--- config.mk ---
export PLATFORM = sky130hd
export DESIGN_NAME = time_keeper_ctrl
export DESIGN_NICKNAME = d
export VERILOG_FILES = /design/src/rtl/clock_pkg.sv /design/src/rtl/time_keeper_ctrl_bcd_digit_counter.sv /design/src/rtl/time_keeper_ctrl.sv
export SDC_FILE = /design/constraint.sdc
export NUM_CORES = 1
export LEC_CHECK = 0
export ABC_AREA = 1
export CAP_MARGIN = 20
export CORE_UTILIZATION = 54
export DETAILED_ROUTE_END_ITERATION = 8
export PLACE_DENSITY = 0.77
export SETUP_SLACK_MARGIN = 0.1
export SLEW_MARGIN = 40
export SYNTH_ARGS = -nofsm -noshare
export SYNTH_HDL_FRONTEND = slang
export SYNTH_SLANG_ARGS = --single-unit
--- constraint.sdc ---
create_clock -name clk -period 3 [get_ports clk]
set_clock_uncertainty 0.05 [all_clocks]
set_input_delay 0.9 -clock clk [delete_from_list [all_inputs] [get_ports clk]]
set_output_delay 0.9 -clock clk [all_outputs]
set_load 0.01 [all_outputs]
--- src/rtl/clock_pkg.sv ---
`default_nettype none
// ============================================================================
//  Module      : clock_pkg
//  Description : Shared types and digit limits for the time-of-day chain.
//                Holds the set-mode enum, per-digit wrap limits, hour-range
//                limits for both the 24 h and 12 h builds, and small BCD
//                helpers used by the hours pair logic.
//  Revision    : 1.0 - initial release
// ============================================================================
package clock_pkg;

    // Set-mode FSM states; encoding is also the externally visible mode code.
    typedef enum logic [1:0] {
        RUN     = 2'd0,
        SET_HR  = 2'd1,
        SET_MIN = 2'd2
    } mode_e;

    localparam logic [3:0] DIGIT_MAX  = 4'd9;
    localparam logic [3:0] SEC_HI_MAX = 4'd5;
    localparam logic [3:0] MIN_HI_MAX = 4'd5;

    localparam int HR24_MAX = 23;
    localparam int HR12_MIN = 1;
    localparam int HR12_MAX = 12;

    // Decimal value of a two-digit BCD pair.
    function automatic int bcd_pair_value(input logic [3:0] hi, input logic [3:0] lo);
        return (int'(hi) * 10) + int'(lo);
    endfunction

    // Tens and ones BCD digits of a small non-negative integer.
    function automatic logic [3:0] bcd_tens(input int v);
        return 4'(v / 10);
    endfunction

    function automatic logic [3:0] bcd_ones(input int v);
        return 4'(v % 10);
    endfunction

endpackage : clock_pkg
`default_nettype wire

--- src/rtl/time_keeper_ctrl_bcd_digit_counter.sv ---
`default_nettype none
// ============================================================================
//  Module      : bcd_digit_counter
//  Description : One BCD digit that counts 0..i_max when enabled and wraps
//                to 0. o_carry_out is high in the cycle the digit wraps, so
//                chained digits all settle on the same clock edge.
//  Ports       : clk          - system clock
//                reset        - asynchronous active-high reset (digit -> 0)
//                i_en         - count enable for this cycle
//                i_max        - last value before wrap
//                i_clear      - synchronous clear, overrides i_en
//                o_q          - registered digit value
//                o_carry_out  - combinational wrap indication
//  Revision    : 1.0 - initial release
// ============================================================================
module bcd_digit_counter (
    input  logic       clk,
    input  logic       reset,
    input  logic       i_en,
    input  logic [3:0] i_max,
    input  logic       i_clear,
    output logic [3:0] o_q,
    output logic       o_carry_out
);

    logic [3:0] r_q;
    logic       w_at_max;

    assign w_at_max = (r_q == i_max);

    always_ff @(posedge clk or posedge reset) begin
        if (reset) begin
            r_q <= 4'd0;
        end else if (i_clear) begin
            r_q <= 4'd0;
        end else if (i_en) begin
            r_q <= w_at_max ? 4'd0 : (r_q + 4'd1);
        end
    end

    assign o_q         = r_q;
    // A cleared digit never propagates a carry.
    assign o_carry_out = i_en && w_at_max && !i_clear;

endmodule : bcd_digit_counter
`default_nettype wire

--- src/rtl/time_keeper_ctrl.sv ---
`default_nettype none
// ============================================================================
//  Module      : time_keeper_ctrl
//  Description : Time-of-day controller. Divides clk into a one-second tick,
//                ripples carries through the six BCD digits in one edge, and
//                runs a RUN -> SET_HR -> SET_MIN set-mode FSM from two
//                pre-debounced button pulses. Field blink is generated while
//                setting.
//  Build macro : TWELVE_HOUR_EN - hours run 01..12 with a PM indicator;
//                undefined gives 00..23 hours and pm tied low.
//  Ports       : clk, reset           - clock, async active-high reset
//                mode_btn, adv_btn    - single-cycle button pulses
//                sec_lo .. hr_hi      - registered BCD digits
//                mode                 - 0 RUN, 1 SET_HR, 2 SET_MIN
//                blink                - field-blink enable
//                pm                   - PM indicator
//  Revision    : 1.0 - initial release
// ============================================================================
module time_keeper_ctrl #(
    parameter int TICK_DIV  = 100_000_000,
    parameter int BLINK_DIV = 25_000_000
) (
    input  logic       clk,
    input  logic       reset,
    input  logic       mode_btn,
    input  logic       adv_btn,
    output logic [3:0] sec_lo,
    output logic [3:0] sec_hi,
    output logic [3:0] min_lo,
    output logic [3:0] min_hi,
    output logic [3:0] hr_lo,
    output logic [3:0] hr_hi,
    output logic [1:0] mode,
    output logic       blink,
    output logic       pm
);

    import clock_pkg::*;

    localparam int c_PRESC_W = (TICK_DIV > 2) ? $clog2(TICK_DIV) : 1;
    localparam int c_BLINK_W = (BLINK_DIV > 2) ? $clog2(BLINK_DIV) : 1;
    localparam logic [c_PRESC_W-1:0] c_PRESC_LAST = c_PRESC_W'(TICK_DIV - 1);
    localparam logic [c_BLINK_W-1:0] c_BLINK_LAST = c_BLINK_W'(BLINK_DIV - 1);

`ifdef TWELVE_HOUR_EN
    localparam logic [3:0] c_HR_HI_RST = bcd_tens(HR12_MAX);
    localparam logic [3:0] c_HR_LO_RST = bcd_ones(HR12_MAX);
`else
    localparam logic [3:0] c_HR_HI_RST = 4'd0;
    localparam logic [3:0] c_HR_LO_RST = 4'd0;
`endif

    // ------------------------------------------------------------------
    // Set-mode FSM
    // ------------------------------------------------------------------
    mode_e r_state;
    mode_e w_state_nxt;
    logic  w_tick;
    logic  w_sec_clr;
    logic  w_min_adv;
    logic  w_hr_adv;
    logic  w_set_entry;

    logic [c_PRESC_W-1:0] r_presc;
    logic [c_BLINK_W-1:0] r_blink_cnt;
    logic                 r_blink;

    always_ff @(posedge clk or posedge reset) begin
        if (reset) begin
            r_state <= RUN;
        end else begin
            r_state <= w_state_nxt;
        end
    end

    always_comb begin
        w_state_nxt = r_state;
        w_tick      = 1'b0;
        w_sec_clr   = 1'b0;
        w_min_adv   = 1'b0;
        w_hr_adv    = 1'b0;
        w_set_entry = 1'b0;
        case (r_state)
            RUN: begin
                // adv_btn is deliberately ignored while running.
                w_tick = (r_presc == c_PRESC_LAST);
                if (mode_btn) begin
                    w_state_nxt = SET_HR;
                    w_set_entry = 1'b1;
                end
            end
            SET_HR: begin
                w_hr_adv = adv_btn;
                if (mode_btn) begin
                    w_state_nxt = SET_MIN;
                    w_set_entry = 1'b1;
                end
            end
            SET_MIN: begin
                w_min_adv = adv_btn;
                if (mode_btn) begin
                    w_state_nxt = RUN;
                    w_sec_clr   = 1'b1;
                end
            end
            default: begin
                w_state_nxt = RUN;
            end
        endcase
    end

    // ------------------------------------------------------------------
    // One-second prescaler: free-runs only in RUN, so a fresh second
    // starts every time the clock resumes after setting.
    // ------------------------------------------------------------------
    always_ff @(posedge clk or posedge reset) begin
        if (reset) begin
            r_presc <= '0;
        end else if ((r_state != RUN) || w_tick) begin
            r_presc <= '0;
        end else begin
            r_presc <= r_presc + c_PRESC_W'(1);
        end
    end

    // ------------------------------------------------------------------
    // Blink: restarts high with a fresh half-period on each set-state
    // entry, forced low whenever the next state is RUN.
    // ------------------------------------------------------------------
    always_ff @(posedge clk or posedge reset) begin
        if (reset) begin
            r_blink     <= 1'b0;
            r_blink_cnt <= '0;
        end else if (w_set_entry) begin
            r_blink     <= 1'b1;
            r_blink_cnt <= '0;
        end else if (w_state_nxt == RUN) begin
            r_blink     <= 1'b0;
            r_blink_cnt <= '0;
        end else if (r_blink_cnt == c_BLINK_LAST) begin
            r_blink     <= ~r_blink;
            r_blink_cnt <= '0;
        end else begin
            r_blink_cnt <= r_blink_cnt + c_BLINK_W'(1);
        end
    end

    // ------------------------------------------------------------------
    // Seconds and minutes digit chain
    // ------------------------------------------------------------------
    logic w_sec_lo_co;
    logic w_sec_hi_co;
    logic w_min_lo_co;
    logic w_min_hi_co;

    bcd_digit_counter u_sec_lo (
        .clk         (clk),
        .reset       (reset),
        .i_en        (w_tick),
        .i_max       (DIGIT_MAX),
        .i_clear     (w_sec_clr),
        .o_q         (sec_lo),
        .o_carry_out (w_sec_lo_co)
    );

    bcd_digit_counter u_sec_hi (
        .clk         (clk),
        .reset       (reset),
        .i_en        (w_sec_lo_co),
        .i_max       (SEC_HI_MAX),
        .i_clear     (w_sec_clr),
        .o_q         (sec_hi),
        .o_carry_out (w_sec_hi_co)
    );

    bcd_digit_counter u_min_lo (
        .clk         (clk),
        .reset       (reset),
        .i_en        (w_sec_hi_co | w_min_adv),
        .i_max       (DIGIT_MAX),
        .i_clear     (1'b0),
        .o_q         (min_lo),
        .o_carry_out (w_min_lo_co)
    );

    bcd_digit_counter u_min_hi (
        .clk         (clk),
        .reset       (reset),
        .i_en        (w_min_lo_co),
        .i_max       (MIN_HI_MAX),
        .i_clear     (1'b0),
        .o_q         (min_hi),
        .o_carry_out (w_min_hi_co)
    );

    // ------------------------------------------------------------------
    // Hours pair. Minute wrap only carries into hours while running; a
    // minute wrap caused by adv_btn in SET_MIN must not touch the hours.
    // ------------------------------------------------------------------
    logic [3:0] r_hr_hi;
    logic [3:0] r_hr_lo;
    logic [3:0] w_hr_hi_nxt;
    logic [3:0] w_hr_lo_nxt;
    logic       w_hr_en;
    int         w_hr_val;

    assign w_hr_en  = (w_min_hi_co && (r_state == RUN)) || w_hr_adv;
    assign w_hr_val = bcd_pair_value(r_hr_hi, r_hr_lo);

`ifdef TWELVE_HOUR_EN
    logic r_pm;
    logic w_pm_nxt;

    always_comb begin
        w_hr_hi_nxt = r_hr_hi;
        w_hr_lo_nxt = r_hr_lo;
        w_pm_nxt    = r_pm;
        if (w_hr_en) begin
            if (w_hr_val == HR12_MAX) begin
                w_hr_hi_nxt = bcd_tens(HR12_MIN);
                w_hr_lo_nxt = bcd_ones(HR12_MIN);
            end else if (r_hr_lo == DIGIT_MAX) begin
                w_hr_hi_nxt = r_hr_hi + 4'd1;
                w_hr_lo_nxt = 4'd0;
            end else begin
                w_hr_lo_nxt = r_hr_lo + 4'd1;
            end
            // AM/PM flips on the 11 -> 12 step, not on 12 -> 01.
            if (w_hr_val == (HR12_MAX - 1)) begin
                w_pm_nxt = ~r_pm;
            end
        end
    end

    always_ff @(posedge clk or posedge reset) begin
        if (reset) begin
            r_pm <= 1'b0;
        end else begin
            r_pm <= w_pm_nxt;
        end
    end

    assign pm = r_pm;
`else
    always_comb begin
        w_hr_hi_nxt = r_hr_hi;
        w_hr_lo_nxt = r_hr_lo;
        if (w_hr_en) begin
            if (w_hr_val == HR24_MAX) begin
                w_hr_hi_nxt = 4'd0;
                w_hr_lo_nxt = 4'd0;
            end else if (r_hr_lo == DIGIT_MAX) begin
                w_hr_hi_nxt = r_hr_hi + 4'd1;
                w_hr_lo_nxt = 4'd0;
            end else begin
                w_hr_lo_nxt = r_hr_lo + 4'd1;
            end
        end
    end

    assign pm = 1'b0;
`endif

    always_ff @(posedge clk or posedge reset) begin
        if (reset) begin
            r_hr_hi <= c_HR_HI_RST;
            r_hr_lo <= c_HR_LO_RST;
        end else begin
            r_hr_hi <= w_hr_hi_nxt;
            r_hr_lo <= w_hr_lo_nxt;
        end
    end

    assign hr_hi = r_hr_hi;
    assign hr_lo = r_hr_lo;
    assign mode  = r_state;
    assign blink = r_blink;

endmodule : time_keeper_ctrl
`default_nettype wire

==> impl_table.tex <==
\begin{tabular}{lr}
\hline
Metric & Value \\
\hline
\multicolumn{2}{l}{\textbf{Yosys}} \\
\quad Library cell with the largest summed area after synthesis & sky130\_fd\_sc\_hd\_\_dfrtp\_1 \\
\quad Combinational family with the most area after synthesis & simple AND/OR/NAND/NOR gates \\
\quad Compound-Gate Fraction of Synth Area & 6.11\% \\
\quad Dominant cells by area after synthesis & sky130\_fd\_sc\_hd\_\_dfrtp\_1 (43\%), sky130\_fd\_sc\_hd\_\_nand2\_1 (9.9\%), sky130\_fd\_sc\_hd\_\_nor2\_1 (9.0\%) \\
\quad Sequential-to-total area share from yosys stat & 42.9\% \\
\quad Number of synthesis warnings & 0 \\
\quad Number of synthesized register bits & 79 \\
\quad Prevailing post-synth register cell & sky130\_fd\_sc\_hd\_\_dfrtp\_1 \\
\quad Area of the mapped netlist & 0.00461 mm² \\
\quad Top cell type's share of synthesized area & 42.9\% \\
\quad EDFF count, synth & 0 \\
\quad Adder and majority gate portion of the synthesized area & 5.21\% \\
\quad Async S/R FF share, synth & 100\% \\
\quad Mux share of post-synthesis cell area & 0\% \\
\quad Synthesized area per cell & 7.65 µm² \\
\quad Post-Synth Simple-Gate Area & 34.5\% \\
\quad Mapped Nets & 624 \\
\quad Count of cell types in the netlist & 37 \\
\quad Count leader, synth & sky130\_fd\_sc\_hd\_\_nand2\_1 \\
\quad Post-Synth XOR/XNOR Area & between 4 and 5\% \\
\quad Commonest cells in the netlist & sky130\_fd\_sc\_hd\_\_nand2\_1 (122), sky130\_fd\_sc\_hd\_\_nor2\_1 (110), sky130\_fd\_sc\_hd\_\_dfrtp\_1 (79) \\
\quad Gate count of the mapped netlist & 602 \\
\multicolumn{2}{l}{\textbf{Cells and area}} \\
\quad Layout Cells excl Fill & 756 \\
\quad Final core utilization & 64.7\% \\
\quad Layout Area Growth over Synthesis & 15.3\% \\
\quad Count of nets after finishing & 668 \\
\quad Number of diodes added for antenna fixing & 0 \\
\quad Filler instances & roughly 670 \\
\quad Fraction of final layout cells with drive strength greater than 1 & 7.68\% \\
\multicolumn{2}{l}{\textbf{Floorplan}} \\
\quad Floorplan core area & 0.00822 mm² \\
\quad Vertical die dimension & 94.4 µm \\
\quad Site row count & 33 \\
\quad Count of pins on the block boundary & 32 \\
\quad Die Footprint & 0.00891 mm² \\
\quad Initial Util & 56.1\% \\
\quad Horizontal die dimension & 94.4 µm \\
\multicolumn{2}{l}{\textbf{Clock network}} \\
\quad Post CTS Setup Buffer Count & 0 \\
\quad Clock buffers created by TritonCTS & 9 \\
\quad Clock buffer depth & 2 \\
\quad Cell at the root of the clock tree & sky130\_fd\_sc\_hd\_\_clkbuf\_8 \\
\quad Clock sink total & 79 \\
\quad Post-CTS sizing & 0 \\
\quad H-tree lvl count & 3 \\
\quad Reg clk slew, reported paths & approximately 90 ps \\
\quad Hold-fix buffers, CTS & 0 \\
\quad Clock network latency to the later pin of the worst-skew pair & 360 ps \\
\quad Clock tree from TritonCTS & done \\
\multicolumn{2}{l}{\textbf{Placed design}} \\
\quad I/O Buffers & 30 \\
\quad HPWL Detailed & 7180 µm \\
\quad Final GP Congestion & 0.904 \\
\quad Post-Place Cells & 740 \\
\multicolumn{2}{l}{\textbf{Route}} \\
\quad Total vias in the final route & a little under 4000 \\
\quad Wire length after detailed routing & 9740 µm \\
\quad Number of nets with antenna violations after detailed routing & 0 \\
\quad Wirelength per Cell & 12.9 µm \\
\quad Number of remaining DRC errors & 0 \\
\quad Post-DR vias/cell & 5.26 \\
\quad DRT Pass-1 Iters & 4 \\
\quad Violation count after the first detailed-routing iteration & 194 \\
\multicolumn{2}{l}{\textbf{STA}} \\
\quad Worst slew margin relative to its limit & 61.4\% \\
\quad RSZ-0062 raised after global routing & false \\
\quad Setup TNS after final layout & 0 ps \\
\quad Final-layout worst hold slack & 410 ps \\
\quad Final worst path period share & between 90 and 100\% \\
\quad Transition time at the pin with the least slew margin & $\sim$570 ps \\
\quad Number of setup violations in the final report & 0 \\
\quad Final worst path period need & between 2000 and 3000 ps \\
\quad Count of endpoints failing hold in the final timing report & 0 \\
\quad Fmax & roughly 0.36 GHz \\
\quad Final count of pins violating max slew & 0 \\
\multicolumn{2}{l}{\textbf{Pwr}} \\
\quad Peak supply drop & 0.405 mV \\
\quad Areal power density over the cells & 641 mW/mm² \\
\quad Pleak & around 2.4 nW \\
\multicolumn{2}{l}{\textbf{Status}} \\
\quad Result of the run & finished clean \\
\multicolumn{2}{l}{\textbf{Run}} \\
\quad Count of max-cap constraint violations & 0 \\
\multicolumn{2}{l}{\textbf{Global route}} \\
\quad Number of global-route vias before repair & 3726 \\
\quad Global-route congestion overflow total & 0 \\
\quad Wire length of the first global-routing pass & 16800 µm \\
\quad Maximum number of pins on one net before global-route repair & 80 \\
\quad Global-route total usage across every layer & 24.1\% \\
\quad Initial antenna violation count & 0 \\
\multicolumn{2}{l}{\textbf{Critical path}} \\
\quad Kind of capture point of the worst setup path & flop \\
\quad Start-to-end type of the worst setup path & flop to flop \\
\quad Maximum fanout count along the critical path & 6 \\
\quad CP Data Arrival Time & just under 3000 ps \\
\quad CP Data Required Time & 3200 ps \\
\quad Launching element type of the critical path & flop \\
\multicolumn{2}{l}{\textbf{Min path}} \\
\quad Min-delay worst type & flop to flop \\
\hline
\end{tabular}
-- logic make-up (layout without fill, tap and decap cells) --
family	Yosys count	after routing
buffers and inverters	80	129
adders and majority gates	18	18
other	1	1
AOI/OAI and AO/OA	53	53
and+or+nand+nor	348	348
DFF	79	79
xor gates and xnor gates	23	23
-- per-stage QoR --
stage | setup WS, ps | power, mW | area [µm²]
4_1_cts | 274 | 3.44 | 5310
3_3_place_gp | 357 | 2.48 | 5080
5_1_grt | 136 | 3.66 | 5310
6_report | 251 | 3.41 | 5310
3_5_place_dp | 295 | 2.53 | 5080
2_1_floorplan | 326 | 2.05 | 4610
-- layer usage --
| metal | vias to the layer above | share of wire (%) | track usage [%] | routed length (µm) |
|---|---|---|---|---|
| met2 | 73 | 47 | 38.4 | 4590 |
| met5 | - | 0 | 0 | 0 |
| met4 | 0 | 2.1 | 7.82 | 205 |
| met1 | 1838 | 47 | 32.9 | 4610 |
| li1 | 2049 | - | - | - |
| met3 | 20 | 3.5 | 4.75 | 339 |
-- where the power goes --
part,internal [mW],switching (mW),total (mW)
sequential,1.19,0.173,1.37
combinational,0.483,0.656,1.14
clock,0.495,0.405,0.900
-- cell type report --
cell class	instances	area, µm²	area share [%]
Multi-Input combinational cell	443	2320	43.6
Clock buffer	10	138	2.59
Inverter	75	285	5.37
Sequential cell	79	1980	37.2
Timing Repair Buffer	38	373	7.02
Tap cell	105	131	2.47
Clock inverter	6	93.8	1.77
-- critical path, cell delays in order (launching register included) --
cell and delay, ps:
sky130_fd_sc_hd__dfrtp_1 470, sky130_fd_sc_hd__ha_1 310, sky130_fd_sc_hd__ha_1 230, sky130_fd_sc_hd__fa_1 530
sky130_fd_sc_hd__nor2_1 70, sky130_fd_sc_hd__o21ai_0 150, sky130_fd_sc_hd__nand2_1 80, sky130_fd_sc_hd__nor3_2 200
sky130_fd_sc_hd__inv_1 60, sky130_fd_sc_hd__nand2_1 170, sky130_fd_sc_hd__nand2_1 160, sky130_fd_sc_hd__nand2_1 100
sky130_fd_sc_hd__nand2_1 70
-- sequential cells by signal, indices dropped and copies added (netlist names) --
| name | flops |
|---|---|
| r_presc | 27 |
| r_blink_cnt | 25 |
| hr_hi | 4 |
| hr_lo | 4 |
| u_min_hi.o_q | 4 |
| u_min_lo.o_q | 4 |
| u_sec_hi.o_q | 4 |
| u_sec_lo.o_q | 4 |
| mode | 2 |
| blink | 1 |
-- path summary, 6_finish.rpt --
kind | from | end | slack, ps | depth (start not counted)
max in group asynchronous | reset | u_sec_lo.o_q[2] | 1630 | 3
max reg2reg | hr_hi[3] | hr_hi[0] | 250 | 12
max | hr_hi[3] | hr_hi[0] | 250 | 12
min in group asynchronous | reset | u_min_lo.o_q[2] | 930 | 3
min | r_blink_cnt[0] | r_blink_cnt[0] | 410 | 1
min reg2reg | r_blink_cnt[0] | r_blink_cnt[0] | 410 | 1
-- placed cells by master (no fill, tap or decap), types with 3 or more instances in the layout --
cell type and count:
sky130_fd_sc_hd__nand2_1 122, sky130_fd_sc_hd__nor2_1 110, sky130_fd_sc_hd__dfrtp_1 79, sky130_fd_sc_hd__inv_1 73
sky130_fd_sc_hd__nand3_1 30, sky130_fd_sc_hd__clkdlybuf4s50_1 30, sky130_fd_sc_hd__a21oi_1 25, sky130_fd_sc_hd__nor3_1 24
sky130_fd_sc_hd__nand4_1 23, sky130_fd_sc_hd__o21ai_0 18, sky130_fd_sc_hd__xor2_1 18, sky130_fd_sc_hd__ha_1 16
sky130_fd_sc_hd__clkbuf_8 10, sky130_fd_sc_hd__buf_4 7, sky130_fd_sc_hd__nor4_1 6, sky130_fd_sc_hd__nor3b_1 6
sky130_fd_sc_hd__xnor2_1 5, sky130_fd_sc_hd__nor2_2 5, sky130_fd_sc_hd__nand2_2 5, sky130_fd_sc_hd__nor3_2 4
sky130_fd_sc_hd__o21ai_1 4, sky130_fd_sc_hd__nand3_2 3, sky130_fd_sc_hd__clkinv_4 3
Note: power is estimated with default switching activity, not from simulation.
